`src/rtl/crc16_tx_arb_pkg.sv`:
```
// Shared types and constants for the two-channel CRC16 transmit arbiter.
// The CRC is CCITT (x^16+x^12+x^5+1), MSB-first, with no reflection and no final XOR.
package crc16_tx_arb_pkg;

  localparam logic [15:0] CRC_POLY     = 16'h1021;
  localparam logic [15:0] CRC_INIT_DEF = 16'hFFFF;
  localparam int          NUM_CH       = 2;

  typedef enum logic [1:0] {
    ST_IDLE,
    ST_DATA,
    ST_CRC,
    ST_DROP
  } state_e;

  typedef struct packed {
    logic [15:0] data;
    logic        sop;
    logic        eop;
  } word_t;

endpackage

```
`src/rtl/crc16_tx_arb_if.sv`:
```
// Handshake bundle for the arbiter: two source channels, one output stream, and status.
// The slave modport is the arbiter side; the master modport is the environment side.
interface crc16_tx_arb_if;
  logic [15:0] s0_data;
  logic        s0_vld;
  logic        s0_eop;
  logic        s0_rdy;
  logic [15:0] s1_data;
  logic        s1_vld;
  logic        s1_eop;
  logic        s1_rdy;
  logic [15:0] m_data;
  logic        m_vld;
  logic        m_sop;
  logic        m_eop;
  logic        m_rdy;
  logic        grant_ch;
  logic        busy;
  logic        len_err;

  modport slave (
    input  s0_data, s0_vld, s0_eop, s1_data, s1_vld, s1_eop, m_rdy,
    output s0_rdy, s1_rdy, m_data, m_vld, m_sop, m_eop, grant_ch, busy, len_err
  );

  modport master (
    output s0_data, s0_vld, s0_eop, s1_data, s1_vld, s1_eop, m_rdy,
    input  s0_rdy, s1_rdy, m_data, m_vld, m_sop, m_eop, grant_ch, busy, len_err
  );
endinterface

```
`src/rtl/crc16_d16_next.sv`:
```
// Combinational CRC16 step over one 16-bit word: next(c,d) = F(c ^ d).
// F applies 16 zero-input shifts of the CCITT LFSR.
module crc16_d16_next
  import crc16_tx_arb_pkg::*;
(
  input  logic [15:0] crc_in,
  input  logic [15:0] din,
  output logic [15:0] crc_out
);

  always_comb begin
    crc_out = crc_in ^ din;
    for (int i = 0; i < 16; i++)
      crc_out = crc_out[15] ? ((crc_out << 1) ^ CRC_POLY) : (crc_out << 1);
  end

endmodule

```
`src/rtl/crc16_tx_arb.sv`:
```
// Round-robin frame arbiter that shares one CRC16 engine between two sources.
// Data passes through combinationally, the CRC word is appended, and frames longer than MAX_WORDS are truncated.
module crc16_tx_arb
  import crc16_tx_arb_pkg::*;
#(
  parameter int          MAX_WORDS = 1024,
  parameter logic [15:0] CRC_INIT  = CRC_INIT_DEF
) (
  input  logic           clk_sys,
  input  logic           rst_sys,
  crc16_tx_arb_if.slave  bus
);

  localparam int                 CNT_W    = $clog2(MAX_WORDS);
  localparam logic [CNT_W-1:0]   CNT_LAST = CNT_W'(MAX_WORDS - 1);

  state_e                        state;
  logic [15:0]                   crc_reg;
  logic [15:0]                   crc_nxt;
  logic [CNT_W-1:0]              word_cnt;
  logic                          grant_ch;
  logic                          last_ch;
  logic                          trunc;
  logic                          len_err;

  logic [NUM_CH-1:0][15:0]       s_data;
  logic [NUM_CH-1:0]             s_vld;
  logic [NUM_CH-1:0]             s_eop;
  logic [NUM_CH-1:0]             s_rdy;
  logic [15:0]                   sel_data;
  logic                          sel_vld;
  logic                          sel_eop;
  logic                          sel_hs;
  word_t                         m_word;
  logic                          m_vld;

  assign s_data   = {bus.s1_data, bus.s0_data};
  assign s_vld    = {bus.s1_vld,  bus.s0_vld};
  assign s_eop    = {bus.s1_eop,  bus.s0_eop};
  assign sel_data = s_data[grant_ch];
  assign sel_vld  = s_vld[grant_ch];
  assign sel_eop  = s_eop[grant_ch];
  assign sel_hs   = sel_vld & s_rdy[grant_ch];

  crc16_d16_next u_crc (
    .crc_in  (crc_reg),
    .din     (sel_data),
    .crc_out (crc_nxt)
  );

  always_comb begin
    s_rdy  = '0;
    m_word = '0;
    m_vld  = 1'b0;
    case (state)
      ST_DATA: begin
        m_word.data     = sel_data;
        m_word.sop      = (word_cnt == '0);
        m_vld           = sel_vld;
        s_rdy[grant_ch] = bus.m_rdy;
      end
      ST_CRC: begin
        m_word.data = crc_reg;
        m_word.eop  = 1'b1;
        m_vld       = 1'b1;
      end
      ST_DROP: s_rdy[grant_ch] = 1'b1;
      default: ;
    endcase
  end

  always_ff @(posedge clk_sys) begin
    if (rst_sys) begin
      state    <= ST_IDLE;
      crc_reg  <= CRC_INIT;
      word_cnt <= '0;
      grant_ch <= 1'b0;
      last_ch  <= 1'b1;
      trunc    <= 1'b0;
      len_err  <= 1'b0;
    end else begin
      len_err <= 1'b0;
      case (state)
        ST_IDLE: if (|s_vld) begin
          // When both channels request, the one not served last wins.
          grant_ch <= (&s_vld) ? ~last_ch : s_vld[1];
          crc_reg  <= CRC_INIT;
          word_cnt <= '0;
          state    <= ST_DATA;
        end
        ST_DATA: if (sel_hs) begin
          crc_reg <= crc_nxt;
          if (word_cnt != CNT_LAST) word_cnt <= word_cnt + 1'b1;
          if (sel_eop) begin
            state <= ST_CRC;
          end else if (word_cnt == CNT_LAST) begin
            state   <= ST_CRC;
            trunc   <= 1'b1;
            len_err <= 1'b1;
          end
        end
        ST_CRC: if (bus.m_rdy) begin
          last_ch <= grant_ch;
          state   <= trunc ? ST_DROP : ST_IDLE;
        end
        ST_DROP: if (sel_hs && sel_eop) begin
          trunc <= 1'b0;
          state <= ST_IDLE;
        end
        default: state <= ST_IDLE;
      endcase
    end
  end

  assign bus.s0_rdy   = s_rdy[0];
  assign bus.s1_rdy   = s_rdy[1];
  assign bus.m_data   = m_word.data;
  assign bus.m_sop    = m_word.sop;
  assign bus.m_eop    = m_word.eop;
  assign bus.m_vld    = m_vld;
  assign bus.grant_ch = grant_ch;
  assign bus.busy     = (state != ST_IDLE);
  assign bus.len_err  = len_err;

endmodule

```
`src/flat_wrapper.sv`:
```
// flat-port wrapper written by rule: the top's interface ports become plain ports
module crc16_tx_arb_flat import crc16_tx_arb_pkg::*;
#(
  parameter int          MAX_WORDS = 1024,
  parameter logic [15:0] CRC_INIT  = CRC_INIT_DEF
)
  (clk_sys, rst_sys, bus_s0_data, bus_s0_vld, bus_s0_eop, bus_s1_data, bus_s1_vld, bus_s1_eop, bus_m_rdy, bus_s0_rdy, bus_s1_rdy, bus_m_data, bus_m_vld, bus_m_sop, bus_m_eop, bus_grant_ch, bus_busy, bus_len_err);
  crc16_tx_arb_if bus_i ();
  input  logic clk_sys;
  input  logic rst_sys;
  input wire logic [$bits(bus_i.s0_data)-1:0] bus_s0_data;
  input wire logic [$bits(bus_i.s0_vld)-1:0] bus_s0_vld;
  input wire logic [$bits(bus_i.s0_eop)-1:0] bus_s0_eop;
  input wire logic [$bits(bus_i.s1_data)-1:0] bus_s1_data;
  input wire logic [$bits(bus_i.s1_vld)-1:0] bus_s1_vld;
  input wire logic [$bits(bus_i.s1_eop)-1:0] bus_s1_eop;
  input wire logic [$bits(bus_i.m_rdy)-1:0] bus_m_rdy;
  output wire logic [$bits(bus_i.s0_rdy)-1:0] bus_s0_rdy;
  output wire logic [$bits(bus_i.s1_rdy)-1:0] bus_s1_rdy;
  output wire logic [$bits(bus_i.m_data)-1:0] bus_m_data;
  output wire logic [$bits(bus_i.m_vld)-1:0] bus_m_vld;
  output wire logic [$bits(bus_i.m_sop)-1:0] bus_m_sop;
  output wire logic [$bits(bus_i.m_eop)-1:0] bus_m_eop;
  output wire logic [$bits(bus_i.grant_ch)-1:0] bus_grant_ch;
  output wire logic [$bits(bus_i.busy)-1:0] bus_busy;
  output wire logic [$bits(bus_i.len_err)-1:0] bus_len_err;
  assign bus_i.s0_data = bus_s0_data;
  assign bus_i.s0_vld = bus_s0_vld;
  assign bus_i.s0_eop = bus_s0_eop;
  assign bus_i.s1_data = bus_s1_data;
  assign bus_i.s1_vld = bus_s1_vld;
  assign bus_i.s1_eop = bus_s1_eop;
  assign bus_i.m_rdy = bus_m_rdy;
  assign bus_s0_rdy = bus_i.s0_rdy;
  assign bus_s1_rdy = bus_i.s1_rdy;
  assign bus_m_data = bus_i.m_data;
  assign bus_m_vld = bus_i.m_vld;
  assign bus_m_sop = bus_i.m_sop;
  assign bus_m_eop = bus_i.m_eop;
  assign bus_grant_ch = bus_i.grant_ch;
  assign bus_busy = bus_i.busy;
  assign bus_len_err = bus_i.len_err;
  crc16_tx_arb #(.MAX_WORDS(MAX_WORDS), .CRC_INIT(CRC_INIT)) u_core (.clk_sys(clk_sys), .rst_sys(rst_sys), .bus(bus_i));
endmodule
```
`config.mk`:
```
export PLATFORM = sky130hd
export DESIGN_NAME = crc16_tx_arb_flat
export DESIGN_NICKNAME = d
export VERILOG_FILES = /design/src/rtl/crc16_tx_arb_pkg.sv /design/src/rtl/crc16_tx_arb_if.sv /design/src/rtl/crc16_d16_next.sv /design/src/rtl/crc16_tx_arb.sv /design/src/flat_wrapper.sv
export SDC_FILE = /design/constraint.sdc
export NUM_CORES = 1
export LEC_CHECK = 0
export ABC_AREA = 1
export BUFFER_PORTS_ARGS = -buffer_cell sky130_fd_sc_hd__buf_2
export CAP_MARGIN = 20
export CORE_MARGIN = 2
export CORE_UTILIZATION = 51
export CTS_CLUSTER_SIZE = 16
export DETAILED_ROUTE_END_ITERATION = 7
export GPL_TIMING_DRIVEN = 1
export HOLD_SLACK_MARGIN = 0.03
export PLACE_DENSITY_LB_ADDON = 0.2
export SLEW_MARGIN = 20
export SYNTH_ARGS = -nofsm -noshare
export SYNTH_HDL_FRONTEND = slang
export SYNTH_HIERARCHICAL = 1
export SYNTH_SLANG_ARGS = --single-unit
```
`constraint.sdc`:
```
create_clock -name clk_sys -period 1.9 [get_ports clk_sys]
set_clock_uncertainty 0.1 [all_clocks]
set_input_delay 0.38 -clock clk_sys [delete_from_list [all_inputs] [get_ports clk_sys]]
set_output_delay 0.38 -clock clk_sys [all_outputs]
set_load 0.01 [all_outputs]
```
==> flow_summary.yaml <==
placed_design:
  finalWeightedCongestion: 0.949
  place_area_um2: 3770
  port-buffer-count: 62
  preCtsSetupSlack_ns: -0.179
  dpl.hpwl_um: 6810
  dp.cells: 694
yosys:
  syn-instance-count: 531
  yosys_warnings: 6
  synth_edf_count: 0
  avgSynthCellArea_um2: 5.81
  ys_types: 31
  async_flop_share_pct: 0
  synthFlopType: "dfxtp_1"
  seq_area_frac_synth_pct: 20.8
  syn_area_um2: 3080
  synth_fp_nets: 577
  ys_ff_latch: 32
routing:
  ant_nets: 0
  vias_per_cell: 5.95
  wl_per_cell_um: 17.7
  via_count: 4275
  drtIter0Drc: 551
  drcViolationCount: 0
  routed_wl_um: 12700
  drt_pass1_iterations: 6
outcome:
  outcome: "complete, but fails checks"
  failed_checks: "setup timing"
final_layout:
  most-common-layout-cells: "nand2_1 (171), nand2_2 (66), buf_2 (60)"
  final_common_cell: "nand2_1"
  syn_to_final_growth_pct: 53.5
  diodes: 0
  largest_reg_flops: 16
  finalNetCount: 688
  drive_gt1_share_pct: 46.0
  postLayoutCellArea_um2: 4730
  fin_util_pct: 80.4
  stdcell_count: 718
critical_path:
  crit_fanout: 14
  arrival_ns: 2.29
  worstSetupStartpointType: "register"
  crit_type: "reg -> reg"
  cp.required_ns: 1.97
  endpoint_kind: "register"
sta:
  finalCriticalPeriod_ns: 2.22
  worstMarginPinSlew_ns: 0.418
  rsz0062_at_grt: "true"
  hold_violations: 0
  relSlewSlack_pct: 72.1
  hold_ws_ns: 0.300
  finalMaxSlewViolations: 0
  fin_tns_setup_ns: -4.03
  setup_slack_ns: -0.324
  max_freq_mhz: 450
  finalSetupViolCount: 33
  finalCritPeriodShare_pct: 117
clock_tree:
  htreeDepth: 2
  cts_root_buf: "clkbuf_8"
  path_clk_slew_ns: 0.08
  cts_tree: "done"
  insertion_delay_ns: 0.30
  clock_sinks: 32
  cts_buffers: 5
  cts_hold_buf: 0
  clockBufferDepth: 2
die:
  dieArea_um2: 6680
  io_pins: 63
  core_region_area_um2: 5890
  num_rows: 28
  die_y_um: 81.8
  die_w_um: 81.8
  start_util_pct: 52.4
pwr:
  p_int_mw: 4.54
  pwr-share-clk_pct: 5.7
  pwr-share-seq_pct: 12.7
  leakage_nw: 2.32
  power.switching_fraction_pct: 56.0
  cellPowerDensity_nw_per_um2: 2180
  combPwrFrac_pct: 81.6
  power.switching_mw: 5.77
  power_mw: 10.3
  peakVddDrop_mv: 1.34
min_path:
  hp-class: "in -> reg"
global_routing:
  grt-ovfl-total: 0
  grt_use_total_pct: 30.5
  antenna_found_initial: 0
  grt_max_degree: 18
  grt_pass1_vias: 3621
  grt_pass1_wl_um: 15800
job:
  maxCapViolations: 0
[cell type report]
class / count / area, µm²
multi-input cells: 440 / 2810
fillers: 358 / 1150
repair buffers: 120 / 907
flip-flops and latches: 32 / 652
inverters: 43 / 179
well taps: 75 / 93.8
clock buffers: 5 / 68.8
clock inverters: 3 / 22.5
[cell usage after synthesis, types with 5 or more instances]
library cell | count | share of area (%)
nand2_1 | 223 | 27
nand3_1 | 51 | 8.3
inv_1 | 37 | 4.5
a21oi_1 | 33 | 5.4
nand2_2 | 33 | 6.7
dfxtp_1 | 32 | 21
nor2_1 | 23 | 2.8
xor2_1 | 18 | 5.1
o21ai_0 | 16 | 2.6
xnor2_1 | 9 | 2.6
ha_1 | 7 | 2.8
buf_2 | 6 | 0.97
clkbuf_1 | 5 | 0.61
[routing by layer]
metal  share of wire, %  GRT usage (%)
met5                  0              0
met4                6.4           14.0
met3                9.2           5.27
met2                 50           54.2
met1                 34           35.4
[path summary, 6_finish.rpt]
path / startpoint / endpoint / slack [ns] / cells past startpoint
worst max-delay path: u_core/bus.grant_ch$_SDFFE_PP0P_ / u_core/crc_reg[12]$_SDFFE_PP1P_ / -0.32 / 15
worst min register to register: u_core/last_ch$_SDFFE_PP1P_ / u_core/last_ch$_SDFFE_PP1P_ / 0.40 / 2
worst min-delay path: bus_s1_vld / u_core/bus.grant_ch$_SDFFE_PP0P_ / 0.30 / 3
worst max register to register: u_core/bus.grant_ch$_SDFFE_PP0P_ / u_core/crc_reg[12]$_SDFFE_PP1P_ / -0.32 / 15
[repair_timing]
action,CTS,global route
setup endpoints to repair,35,35
gates resized for setup,87,87
cloned,3,0
pin swaps,25,26
setup buffers,7,7
[critical path, stage by stage, from the launching register on]
cell,delay [ns]
dfxtp_4,0.41
inv_6,0.08
nand2_1,0.10
nand2_2,0.14
nor2_2,0.21
nor2_4,0.08
nand2_1,0.08
nand2_2,0.09
nand2_4,0.10
nand2_4,0.08
nand2_1,0.07
nand2_1,0.08
nand2_1,0.08
nand2_1,0.07
o21ai_1,0.19
nand3_1,0.13
[power groups by stage]
stage	logic, mW	clock network (mW)	registers, mW
3_3_place_gp	5.68	0	1.18
4_1_cts	6.65	0.579	1.22
3_5_place_dp	5.80	0	1.19
6_report	8.41	0.586	1.31
5_1_grt	8.85	0.612	1.34
2_1_floorplan	4.13	0	1.12
[cell families (layout without fill, tap and decap cells)]
family / count (synthesis) / count (layout) / synth area share [%]
AO/OA/AOI/OAI: 54 / 54 / 8.89
XOR/XNOR: 30 / 30 / 9.25
adder cells (fa/ha/maj): 7 / 7 / 2.84
buffers and inverters: 59 / 171 / 8.16
flip-flops: 32 / 32 / 20.8
AND/OR/NAND/NOR: 349 / 349 / 50.1
No activity file was read; power rests on OpenSTA's default activity.
